## src/rtl/imm_extend_pipe.sv

```systemverilog
`default_nettype none
// ============================================================================
// Module      : imm_extend_pipe
// Description : Pipelined RV immediate generator. Decodes the I/S/B/J/U,
//               shamt and CSR-zimm immediate formats, extends them to XLEN
//               and delivers them through a 2-entry skid buffer with
//               valid/ready handshakes on both sides.
// Revision    : 1.0 - initial release
// ============================================================================
module imm_extend_pipe #(
    parameter int XLEN    = 32,
    parameter int SHAMT_W = 5
) (
    input  logic            clk,
    input  logic            reset,
    input  logic            in_valid,
    output logic            in_ready,
    input  logic [31:0]     instr,
    input  logic [2:0]      imm_src,
    output logic            out_valid,
    input  logic            out_ready,
    output logic [XLEN-1:0] imm,
    output logic            imm_err
);

    // Only RV32 and RV64 widths are meaningful, each with its matching shamt width.
    generate
        if (!((XLEN == 32 && SHAMT_W == 5) || (XLEN == 64 && SHAMT_W == 6))) begin : g_bad_param
            $error("imm_extend_pipe: XLEN must be 32 (SHAMT_W=5) or 64 (SHAMT_W=6)");
        end
    endgenerate

    // Format select codes.
    localparam logic [2:0] SRC_I     = 3'b000;
    localparam logic [2:0] SRC_S     = 3'b001;
    localparam logic [2:0] SRC_B     = 3'b010;
    localparam logic [2:0] SRC_J     = 3'b011;
    localparam logic [2:0] SRC_U     = 3'b100;
    localparam logic [2:0] SRC_SHAMT = 3'b101;
    localparam logic [2:0] SRC_ZIMM  = 3'b110;

    // State encodes {main_valid, skid_valid}; (0,1) is never entered.
    typedef enum logic [1:0] {
        ST_EMPTY = 2'b00,
        ST_ONE   = 2'b10,
        ST_FULL  = 2'b11
    } state_t;

    state_t            state_q, state_d;
    logic [XLEN-1:0]   main_imm_q, main_imm_d;
    logic              main_err_q, main_err_d;
    logic [XLEN-1:0]   skid_imm_q, skid_imm_d;
    logic              skid_err_q, skid_err_d;

    logic [31:0]       instr_g;
    logic [31:0]       imm32;
    logic [XLEN-1:0]   new_imm;
    logic              new_err;
    logic              accept;
    logic              deliver;

    // Handshake outputs come straight from the state register, so in_ready has
    // no combinational dependence on out_ready.
    assign in_ready  = (state_q != ST_FULL);
    assign out_valid = state_q[1];
    assign imm       = main_imm_q;
    assign imm_err   = main_err_q;

    assign accept  = in_valid & in_ready;
    assign deliver = out_valid & out_ready;

    // Decode and extend the incoming immediate; the instruction is masked when
    // not valid so undefined bits never reach the datapath.
    always_comb begin
        instr_g = in_valid ? instr : 32'b0;
        imm32   = 32'b0;
        new_imm = '0;
        new_err = 1'b0;
        case (imm_src)
            SRC_I:     imm32 = {{20{instr_g[31]}}, instr_g[31:20]};
            SRC_S:     imm32 = {{20{instr_g[31]}}, instr_g[31:25], instr_g[11:7]};
            SRC_B:     imm32 = {{20{instr_g[31]}}, instr_g[7], instr_g[30:25],
                                instr_g[11:8], 1'b0};
            SRC_J:     imm32 = {{12{instr_g[31]}}, instr_g[19:12], instr_g[20],
                                instr_g[30:21], 1'b0};
            SRC_U:     imm32 = {instr_g[31:12], 12'b0};
            default:   imm32 = 32'b0;
        endcase
        case (imm_src)
            SRC_SHAMT: new_imm = XLEN'(instr_g[20 +: SHAMT_W]);
            SRC_ZIMM:  new_imm = XLEN'(instr_g[19:15]);
            3'b111: begin
                new_imm = '0;
                new_err = 1'b1;
            end
            // Sign-extending formats: the 32-bit result already carries the
            // sign in bit 31, so a signed widening cast completes the job.
            default:   new_imm = XLEN'($signed(imm32));
        endcase
    end

    // Next-state and register-load control for the main/skid pair.
    always_comb begin
        state_d    = state_q;
        main_imm_d = main_imm_q;
        main_err_d = main_err_q;
        skid_imm_d = skid_imm_q;
        skid_err_d = skid_err_q;
        case (state_q)
            ST_EMPTY: begin
                if (accept) begin
                    state_d    = ST_ONE;
                    main_imm_d = new_imm;
                    main_err_d = new_err;
                end
            end
            ST_ONE: begin
                if (accept && deliver) begin
                    main_imm_d = new_imm;
                    main_err_d = new_err;
                end else if (accept) begin
                    state_d    = ST_FULL;
                    skid_imm_d = new_imm;
                    skid_err_d = new_err;
                end else if (deliver) begin
                    state_d    = ST_EMPTY;
                end
            end
            ST_FULL: begin
                if (deliver) begin
                    state_d    = ST_ONE;
                    main_imm_d = skid_imm_q;
                    main_err_d = skid_err_q;
                end
            end
            default: state_d = ST_EMPTY;
        endcase
    end

    // State and data registers; reset clears everything including the output data.
    always_ff @(posedge clk) begin
        if (reset) begin
            state_q    <= ST_EMPTY;
            main_imm_q <= '0;
            main_err_q <= 1'b0;
            skid_imm_q <= '0;
            skid_err_q <= 1'b0;
        end else begin
            state_q    <= state_d;
            main_imm_q <= main_imm_d;
            main_err_q <= main_err_d;
            skid_imm_q <= skid_imm_d;
            skid_err_q <= skid_err_d;
        end
    end

endmodule
`default_nettype wire

```

## config.mk

```make
export PLATFORM = sky130hd
export DESIGN_NAME = imm_extend_pipe
export DESIGN_NICKNAME = d
export VERILOG_FILES = /design/src/rtl/imm_extend_pipe.sv
export SDC_FILE = /design/constraint.sdc
export NUM_CORES = 1
export LEC_CHECK = 0
export ABC_AREA = 0
export ABC_CLOCK_PERIOD_IN_PS = 2600
export BUFFER_PORTS_ARGS = -buffer_cell sky130_fd_sc_hd__buf_2
export CORE_MARGIN = 1
export CORE_UTILIZATION = 45
export DETAILED_ROUTE_END_ITERATION = 16
export GPL_TIMING_DRIVEN = 0
export PLACE_DENSITY = 0.68
export SYNTH_ARGS = -nofsm -noshare
export SYNTH_HDL_FRONTEND = slang
export SYNTH_SLANG_ARGS = --single-unit
export TNS_END_PERCENT = 1
```

## constraint.sdc

```tcl
create_clock -name clk -period 2.6 [get_ports clk]
set_input_delay 0.26 -clock clk [delete_from_list [all_inputs] [get_ports clk]]
set_output_delay 0.26 -clock clk [all_outputs]
set_load 0.02 [all_outputs]
```

==> impl_metrics.tcl, run 1 <==
set metrics [dict create \
    critical-path-max-stage-delay_ns 0.46 \
    synth.mux.area_fraction_pct 1.45 \
    gp_congestion 0.944 \
    layout_common_cells "buf_2 (85), dfxtp_1 (68), a21oi_1 (58), nand2_1 (45), o21ai_0 (21)" \
    gr-max-usage-layer "met2" \
    num_vias 3522 \
    avgRoutedWirePerCell_um 17.0 \
    cts_tree "done" \
    finalCoreUtilization_pct 56.3 \
    period_share_pct 96.6 \
    cp_slowest_cell "a211oi_2" \
    cp_data_arrival_time_ns 2.79 \
    cts_buffer_depth 2 \
    cap_violations 0 \
    detail-route-antenna-nets 0 \
    synth_seq_cells 68 \
    async_flop_share_pct 0 \
    synth_edf_count 0 \
    rsz0062_at_grt "no" \
    track_usage_pct 26.6 \
    area_growth_pct 19.4 \
    core_area_mm2 0.00733 \
    end_kind "flop" \
    cp_top_family "compound AO/OA/AOI/OAI gates" \
    power_density_mw_per_mm2 992 \
    drt-total-wl_um 10200 \
    synth_top_family_by_area "compound AO/OA/AOI/OAI gates" \
    fin_crit_ns 2.51 \
    num_antenna_cells 0 \
    ys.flop_type "dfxtp_1" \
    ir_drop_uv 422 \
    yosys.cell_types.count 42 \
    ioPinCount 74 \
    gr-usage-met3_pct 4.84 \
    mappedNetlistArea_mm2 0.00346 \
    fmax_ghz 0.398 \
    synth_compound_area_share_pct 32.0 \
    synthXorXnorAreaFrac_pct 0.253 \
    tightest_slew_ns 0.695 \
    die_x_um 89.6 \
    first_pass_iters 5 \
    use_met1_pct 36.7 \
    portBuffers 65 \
    skew_ns 0.00519 \
    grt_pass1_wl_um 16000 \
    setup_viol 0 \
    cts_buffers 9 \
    htreeDepth 3 \
    hp-class "in2reg" \
    rows 31 \
    timing_worst_setup_path_type "reg2reg" \
    cts_root_buf "clkbuf_8" \
    antenna_found_initial 0 \
    status "finished, final reports clean" \
    finalPower_mw 4.10 \
    worst-path-buf-inv 2 \
    gr-total-overflow 0 \
    clk_latency_ns 0.35 \
    die_h_um 89.6 \
    whs_ns 0.160 \
    worst-path-max-fanout 10 \
    crit_required_ns 2.87 \
    maxSlewHeadroom_pct 53.7 \
    final_nets 539 \
    dp_hpwl_um 7390 \
    cp_cell_sequence "inv_1 > ha_1 > nor2b_1 > a211oi_2 > clkbuf_1 > o221ai_1 > a21oi_1" \
    dieArea_mm2 0.00803 \
    synthAdderAreaFrac_pct 1.45 \
    drtIter0Drc 248 \
    viasPerCell 5.87 \
    final_area_mm2 0.00413 \
    synthSimpleGateAreaFrac_pct 19.2 \
    syn-num-nets 461 \
    syn_area_per_cell_um2 8.27 \
    use_met2_pct 41.0 \
    setup.worst_path.start_class "flop" \
    grt_pass1_vias 3199 \
    syn_inst 418 \
    drc 0 \
    tns_ns 0 \
    cts.sink_count 68 \
    hold_viol_final 0 \
    drive_above_1_share_pct 22.2 \
    finalMaxSlewViolations 0 \
    cts.clk_slew.worst_paths_ns 0.07 \
    place_area_mm2 0.00391 \
    layout_commonest_cell "buf_2" \
    grt_max_degree 12 \
    seq_area_frac_synth_pct 39.4 \
    p_leak_nw 1.66 \
    start_util_pct 47.1 \
    synthesis.yosys.warnings 0 \
]
-- report_power, final --
group	internal (mW)	switching (mW)
clock network	0.492	0.408
registers	1.31	0.133
logic	0.595	1.16
-- layer usage --
metal | vias up | part of all wire [%] | routed length, um
met1 | 1646 | 46 | 4650
met3 | 20 | 6.7 | 678
met2 | 137 | 46 | 4660
met4 | 0 | 1.9 | 189
li1 | 1719 | - | -
met5 | - | 0 | 0
-- repair_timing --
| item | in CTS | in global routing |
|---|---|---|
| resized for setup | 0 | 1 |
| buffers inserted | 0 | 2 |
| hold buffers | 0 | 0 |
| endpoints found under the setup margin | 0 | 1 |
-- stage by stage --
step	setup slack (ns)	cells
final	0.0880	600
after global routing	0.0209	600
after CTS	0.0647	598
after detailed placement	0.164	582
after global placement	0.199	582
after floorplan	0.459	418
-- final timing paths --
check / from / endpoint / slack (ns) / cells past startpoint
worst min-delay path: instr[13] / skid_imm_q[13] / 0.16 / 3
worst min register to register: skid_imm_q[9] / skid_imm_q[9] / 0.46 / 2
worst max register to register: state_q[1] / imm[23] / 0.09 / 7
worst max-delay path: state_q[1] / imm[23] / 0.09 / 7
-- worst min-delay path: cells and delay by family --
| kind | cells | cell delay, ns |
|---|---|---|
| compound gates | 1 | 0.05 |
| buf+inv | 1 | 0.11 |
| simple gates | 1 | 0.05 |
-- area by class of cell --
type / instances / area [um2]
Fill cell: 718 / 3200
Multi-Input combinational cell: 300 / 1880
Sequential cell: 68 / 1360
Timing Repair Buffer: 67 / 340
Buffer: 40 / 179
Clock buffer: 12 / 155
Tap cell: 99 / 124
Clock inverter: 4 / 47.5
Inverter: 10 / 41.3
-- registers in the layout, summed over array words and instances (netlist names) --
register / count
skid_err_q: 1
state_q: 2
skid_imm_q: 32
imm_err: 1
imm: 32
-- cells in the mapped netlist, types with 3 or more instances --
| cell type | n | share of area [%] |
|---|---|---|
| inv_1 | 10 | 1.1 |
| a211oi_1 | 8 | 1.7 |
| ha_1 | 4 | 1.4 |
| clkbuf_1 | 18 | 2.0 |
| nand2_1 | 45 | 4.9 |
| a22oi_1 | 8 | 1.7 |
| nor3_1 | 20 | 2.9 |
| nor2_1 | 10 | 1.1 |
| o221ai_1 | 10 | 2.5 |
| a311oi_1 | 13 | 3.3 |
| nand3b_1 | 11 | 2.4 |
| a21boi_0 | 5 | 1.1 |
| nor2b_1 | 3 | 0.54 |
| o21ai_0 | 21 | 3.0 |
| a21oi_1 | 58 | 8.4 |
| buf_2 | 20 | 2.9 |
| o31ai_1 | 9 | 2.0 |
| nand2b_1 | 4 | 0.72 |
| nand3_1 | 16 | 2.3 |
| a211o_1 | 10 | 2.5 |
| o211ai_1 | 8 | 1.7 |
| dfxtp_1 | 68 | 39 |
| and3_1 | 7 | 1.3 |
| nor4bb_1 | 7 | 2.0 |
| mux2i_1 | 5 | 1.4 |
-- cells by family after synthesis --
| kind of cell | Yosys count |
|---|---|
| AOI/OAI and AO/OA | 162 |
| xor gates and xnor gates | 1 |
| adders and majority gates | 4 |
| buffers and inverters | 50 |
| DFF | 68 |
| muxes | 5 |
| and+or+nand+nor | 128 |
No activity file was read; power rests on OpenSTA's default activity.
==> run 2, diff against run 1 <==
--- a/config.mk
+++ b/config.mk
@@ -6,13 +6,14 @@
 export NUM_CORES = 1
 export LEC_CHECK = 0
 export ABC_AREA = 0
-export ABC_CLOCK_PERIOD_IN_PS = 2600
+export ABC_CLOCK_PERIOD_IN_PS = 2150
 export BUFFER_PORTS_ARGS = -buffer_cell sky130_fd_sc_hd__buf_2
 export CORE_MARGIN = 1
 export CORE_UTILIZATION = 45
 export DETAILED_ROUTE_END_ITERATION = 16
 export GPL_TIMING_DRIVEN = 0
-export PLACE_DENSITY = 0.68
+export MAX_ROUTING_LAYER = met4
+export PLACE_DENSITY = 0.71
 export SYNTH_ARGS = -nofsm -noshare
 export SYNTH_HDL_FRONTEND = slang
 export SYNTH_SLANG_ARGS = --single-unit
==> constraint.sdc (replaced) <==
create_clock -name clk -period 2.15 [get_ports clk]
set_input_delay 0.215 -clock clk [delete_from_list [all_inputs] [get_ports clk]]
set_output_delay 0.215 -clock clk [all_outputs]
set_load 0.02 [all_outputs]
==> impl_metrics.tcl, run 2 (same netlist as run 1, synthesis figures left out) <==
set metrics [dict create \
    critical-path-max-stage-delay_ns 0.37 \
    grt_pass1_vias 3288 \
    drt-total-wl_um 10900 \
    endpoint "in_ready" \
    final_nets 542 \
    setup.worst_path.start_class "flop" \
    grt_max_degree 12 \
    crit_path_start "state_q[1]" \
    fmax_ghz 0.479 \
    finalCoreUtilization_pct 57.5 \
    dp_hpwl_um 7650 \
    detail-route-antenna-nets 0 \
    area_growth_pct 22.0 \
    status "finished, final reports clean" \
    cts.clk_slew.worst_paths_ns 0.07 \
    crit_required_ns 1.93 \
    rows 31 \
    portBuffers 65 \
    whs_ns 0.123 \
    viasPerCell 6.00 \
    cp_slowest_cell "dfxtp_4" \
    cp_top_family "buffers and inverters" \
    setup_viol 0 \
    cts_buffers 9 \
    cts-hold-fix-buffers 0 \
    grt_pass1_wl_um 16900 \
    reg2reg_depth 7 \
    p_leak_nw 1.70 \
    htreeDepth 3 \
    rrSetupSlack_ns 0.11 \
    timing_worst_setup_path_type "reg2out" \
    die_h_um 89.6 \
    hold_viol_final 0 \
    power_density_mw_per_mm2 1230 \
    gr-total-overflow 0 \
    num_antenna_cells 0 \
    drtIter0Drc 282 \
    start_util_pct 47.1 \
    dieArea_mm2 0.00803 \
    drive_above_1_share_pct 24.6 \
    first_pass_iters 8 \
    cpMostUsedCell "buf_2" \
    avgRoutedWirePerCell_um 18.1 \
    timing.rr.end "skid_imm_q[1]" \
    gp_congestion 0.982 \
    cts_buffer_depth 2 \
    hp-class "in2reg" \
    drc 0 \
    finalMaxSlewViolations 0 \
    cts.sink_count 68 \
    end_kind "output pin" \
    cp_cell_sequence "ha_1 > buf_4 > clkinvlp_4 > buf_2 > buf_6 > buf_2" \
    clk_latency_ns 0.35 \
    cts_root_buf "clkbuf_8" \
    fin_crit_ns 2.09 \
    cp_data_arrival_time_ns 1.87 \
    core_area_mm2 0.00733 \
    reg2reg_from "state_q[1]" \
    layout_common_cells "buf_2 (83), dfxtp_1 (67), a21oi_1 (58), nand2_1 (44), o21ai_0 (21)" \
    maxSlewHeadroom_pct 51.8 \
    ioPinCount 74 \
    track_usage_pct 29.3 \
    cts_tree "done" \
    num_vias 3618 \
    layout_commonest_cell "buf_2" \
    cp.depth 6 \
    tightest_slew_ns 0.722 \
    die_x_um 89.6 \
    antenna_found_initial 0 \
    cap_violations 0 \
    worst-path-max-fanout 10 \
    skew_ns 0.00888 \
    period_share_pct 97.2 \
    worst-path-buf-inv 5 \
    ir_drop_uv 544 \
]
run 2: cell count changes in the layout (fill, tap and decap cells not counted), sizes merged:
cell | before | now
clkinvlp | 2 | 1
clkbuf | 30 | 32
buf | 89 | 91
run 2: per-stage QoR:
| step | setup WS, ns | power [mW] | TNS [ns] | std cells | instance area, um2 |
|---|---|---|---|---|---|
| after CTS | -0.0132 | 5.08 | -0.0206 | 599 | 4160 |
| after global placement | -0.303 | 3.84 | -5.77 | 582 | 3910 |
| after detailed placement | -0.369 | 3.89 | -7.68 | 582 | 3910 |
| after floorplan | 0.00860 | 3.23 | 0 | 418 | 3460 |
| after global routing | -0.00116 | 5.52 | -0.00116 | 603 | 4220 |
| final | 0.0611 | 5.19 | 0 | 603 | 4220 |
run 2: power by group:
| group | internal [mW] | leakage, nW | total [mW] | switching, mW |
|---|---|---|---|---|
| registers | 1.59 | 0.556 | 1.76 | 0.166 |
| logic | 0.836 | 1.04 | 2.30 | 1.46 |
| clock network | 0.632 | 0.110 | 1.13 | 0.503 |
| total | 3.06 | 1.70 | 5.19 | 2.13 |
run 2: how the worst min path moves through the flow:
| stage | start | end | slack (ns) | cells past startpoint |
|---|---|---|---|---|
| after floorplan | instr[17] | skid_imm_q[17] | 0.35 | 2 |
| after global placement | skid_imm_q[9] | skid_imm_q[9] | 0.44 | 2 |
| after detailed placement | skid_imm_q[10] | skid_imm_q[10] | 0.45 | 2 |
| after CTS | instr[12] | skid_imm_q[12] | 0.11 | 3 |
| after global routing | instr[13] | skid_imm_q[13] | 0.11 | 3 |
| final | instr[12] | skid_imm_q[12] | 0.12 | 3 |
run 2: timing repair:
action | in CTS | in global routing
pin swaps | 1 | 2
setup endpoints to repair | 42 | 45
gates resized for setup | 11 | 10
endpoints found under the hold margin | 0 | 0
buffers inserted | 1 | 4
run 2: cell type report:
class	instances	area, um2
Fill cell	724	3110
Multi-Input combinational cell	300	1910
Sequential cell	68	1370
Timing Repair Buffer	70	363
Buffer	40	199
Clock buffer	13	169
Tap cell	99	124
Clock inverter	3	43.8
Inverter	10	41.3
run 2: layer usage:
| metal | wire (um) | GRT usage (%) | part of all wire, % |
|---|---|---|---|
| met1 | 4710 | 37.4 | 43 |
| met2 | 5130 | 44.0 | 47 |
| met3 | 693 | 5.12 | 6.4 |
| met4 | 378 | 15.7 | 3.5 |
| met5 | 0 | - | 0 |
run 2: tightest hold or removal path, delay by kind of cell:
family | cells | cell delay, ns
simple gates | 1 | 0.05
buf+inv | 1 | 0.11
compound gates | 1 | 0.06
==> run 3, diff against run 2 <==
--- a/config.mk
+++ b/config.mk
@@ -14,6 +14,7 @@
 export GPL_TIMING_DRIVEN = 0
 export MAX_ROUTING_LAYER = met4
 export PLACE_DENSITY = 0.71
+export RECOVER_POWER = 100
 export SYNTH_ARGS = -nofsm -noshare
 export SYNTH_HDL_FRONTEND = slang
 export SYNTH_SLANG_ARGS = --single-unit
==> impl_metrics.tcl, run 3 (same netlist as run 1, synthesis figures left out) <==
set metrics [dict create \
    status "finished, final reports clean" \
    cp_slowest_cell "dfxtp_4" \
    area_growth_pct 20.7 \
    timing_worst_setup_path_type "reg2out" \
    drc 0 \
    grt_max_degree 12 \
    setup_viol 0 \
    end_kind "output pin" \
    cts.sink_count 68 \
    setup.worst_path.start_class "flop" \
    num_antenna_cells 0 \
    viasPerCell 5.93 \
    antenna_found_initial 0 \
    avgRoutedWirePerCell_um 18.1 \
    tns_ns 0 \
    cp_data_arrival_time_ns 1.87 \
    hold_viol_final 0 \
    fill_cells 738 \
    p_leak_nw 1.57 \
    cpMostUsedCell "buf_2" \
    grt_pass1_vias 3288 \
    gp_congestion 0.982 \
    critical-path-max-stage-delay_ns 0.37 \
    first_pass_iters 5 \
    crit_required_ns 1.93 \
    layout_commonest_cell "dfxtp_1" \
    drtIter0Drc 276 \
    tightest_slew_ns 0.766 \
    rows 31 \
    cts_buffers 9 \
    use_met2_pct 44.0 \
    final_area_mm2 0.00417 \
    skew_ns 0.00883 \
    htreeDepth 3 \
    gr-usage-met3_pct 5.12 \
    layout_common_cells "dfxtp_1 (67), a21oi_1 (58), clkbuf_1 (49), buf_2 (48), nand2_1 (44)" \
    place_area_mm2 0.00391 \
    cts.clk_slew.worst_paths_ns 0.08 \
    die_x_um 89.6 \
    drt-total-wl_um 10900 \
    cts_root_buf "clkbuf_8" \
    cap_violations 0 \
    period_share_pct 96.9 \
    grt_pass1_wl_um 16900 \
    worst-path-max-fanout 10 \
    dp_hpwl_um 7650 \
    track_usage_pct 29.3 \
    start_util_pct 47.1 \
    ir_drop_uv 533 \
    fin_crit_ns 2.08 \
    use_met1_pct 37.4 \
    clk_latency_ns 0.35 \
    maxSlewHeadroom_pct 48.9 \
    detail-route-antenna-nets 0 \
    final_nets 542 \
    power_density_mw_per_mm2 1230 \
    cts-hold-fix-buffers 0 \
    num_vias 3575 \
    dieArea_mm2 0.00803 \
    fmax_ghz 0.480 \
    core_area_mm2 0.00733 \
    cts_tree "done" \
    hp-class "in2reg" \
    cts_buffer_depth 2 \
    finalMaxSlewViolations 0 \
    gr-max-usage-layer "met2" \
    die_h_um 89.6 \
    drive_above_1_share_pct 17.9 \
    ioPinCount 74 \
    gr-total-overflow 0 \
    portBuffers 65 \
    cp_cell_sequence "ha_1 > buf_4 > clkinvlp_4 > buf_2 > buf_6 > buf_2" \
]
==> run 3: cell count changes in the layout (fill, tap and decap cells not counted) <==
cell	before	now
buf_2	83	48
clkbuf_1	15	49
clkbuf_2	3	5
buf_4	7	6
==> run 3: final cells by class <==
type | instances | area, um2 | share of cell area, %
plain buffers | 40 | 199 | 4.77
repair buffers | 70 | 318 | 7.62
well taps | 99 | 124 | 2.97
inverters | 10 | 41.3 | 0.990
multi-input cells | 300 | 1910 | 45.8
clock inverters | 3 | 43.8 | 1.05
flip-flops and latches | 68 | 1370 | 32.7
clock buffers | 13 | 169 | 4.05
==> run 3: worst max-delay path: cells and delay by family, from the launching register on <==
family / cells / cell delay [ns]
buf+inv: 5 / 0.93
fa+ha+maj: 1 / 0.21
flops: 1 / 0.37
==> run 3: path summary, 6_finish.rpt <==
path	cells after the start	endpoint	slack, ns	startpoint
worst max-delay path	6	in_ready	0.07	state_q[1]
worst min-delay path	3	skid_imm_q[13]	0.12	instr[13]
worst max register to register	7	skid_imm_q[25]	0.10	state_q[1]
worst min register to register	2	skid_imm_q[6]	0.46	skid_imm_q[6]
==> run 3: through the flow <==
step	cells	utilization, %	hold slack, ns	setup WS (ns)	power, mW
6_report	603	56.9	0.116	0.0668	5.14
5_1_grt	603	56.9	0.108	-0.00116	5.46
4_1_cts	599	56.8	0.109	-0.0132	5.08
3_5_place_dp	582	53.3	0.448	-0.369	3.89
3_3_place_gp	582	53.3	0.443	-0.303	3.84
2_1_floorplan	418	-	0.354	0.00860	3.23
==> run 3: what timing repair did <==
item | CTS | global route
gates resized for setup | 11 | 10
endpoints found under the setup margin | 42 | 45
gates cloned | 0 | 0
setup buffers | 1 | 4
pin swaps | 1 | 2
==> run 3: metal layers <==
| layer | vias up | routed length, um |
|---|---|---|
| li1 | 1720 | - |
| met1 | 1686 | 4760 |
| met2 | 145 | 5120 |
| met3 | 24 | 750 |
| met4 | 0 | 284 |
| met5 | - | 0 |
==> run 3: report_power, final <==
group          switching (mW)  internal (mW)  total, mW  leakage, nW
registers               0.172           1.59       1.76        0.556
clock network           0.508          0.632       1.14        0.110
logic                    1.46          0.776       2.24        0.904
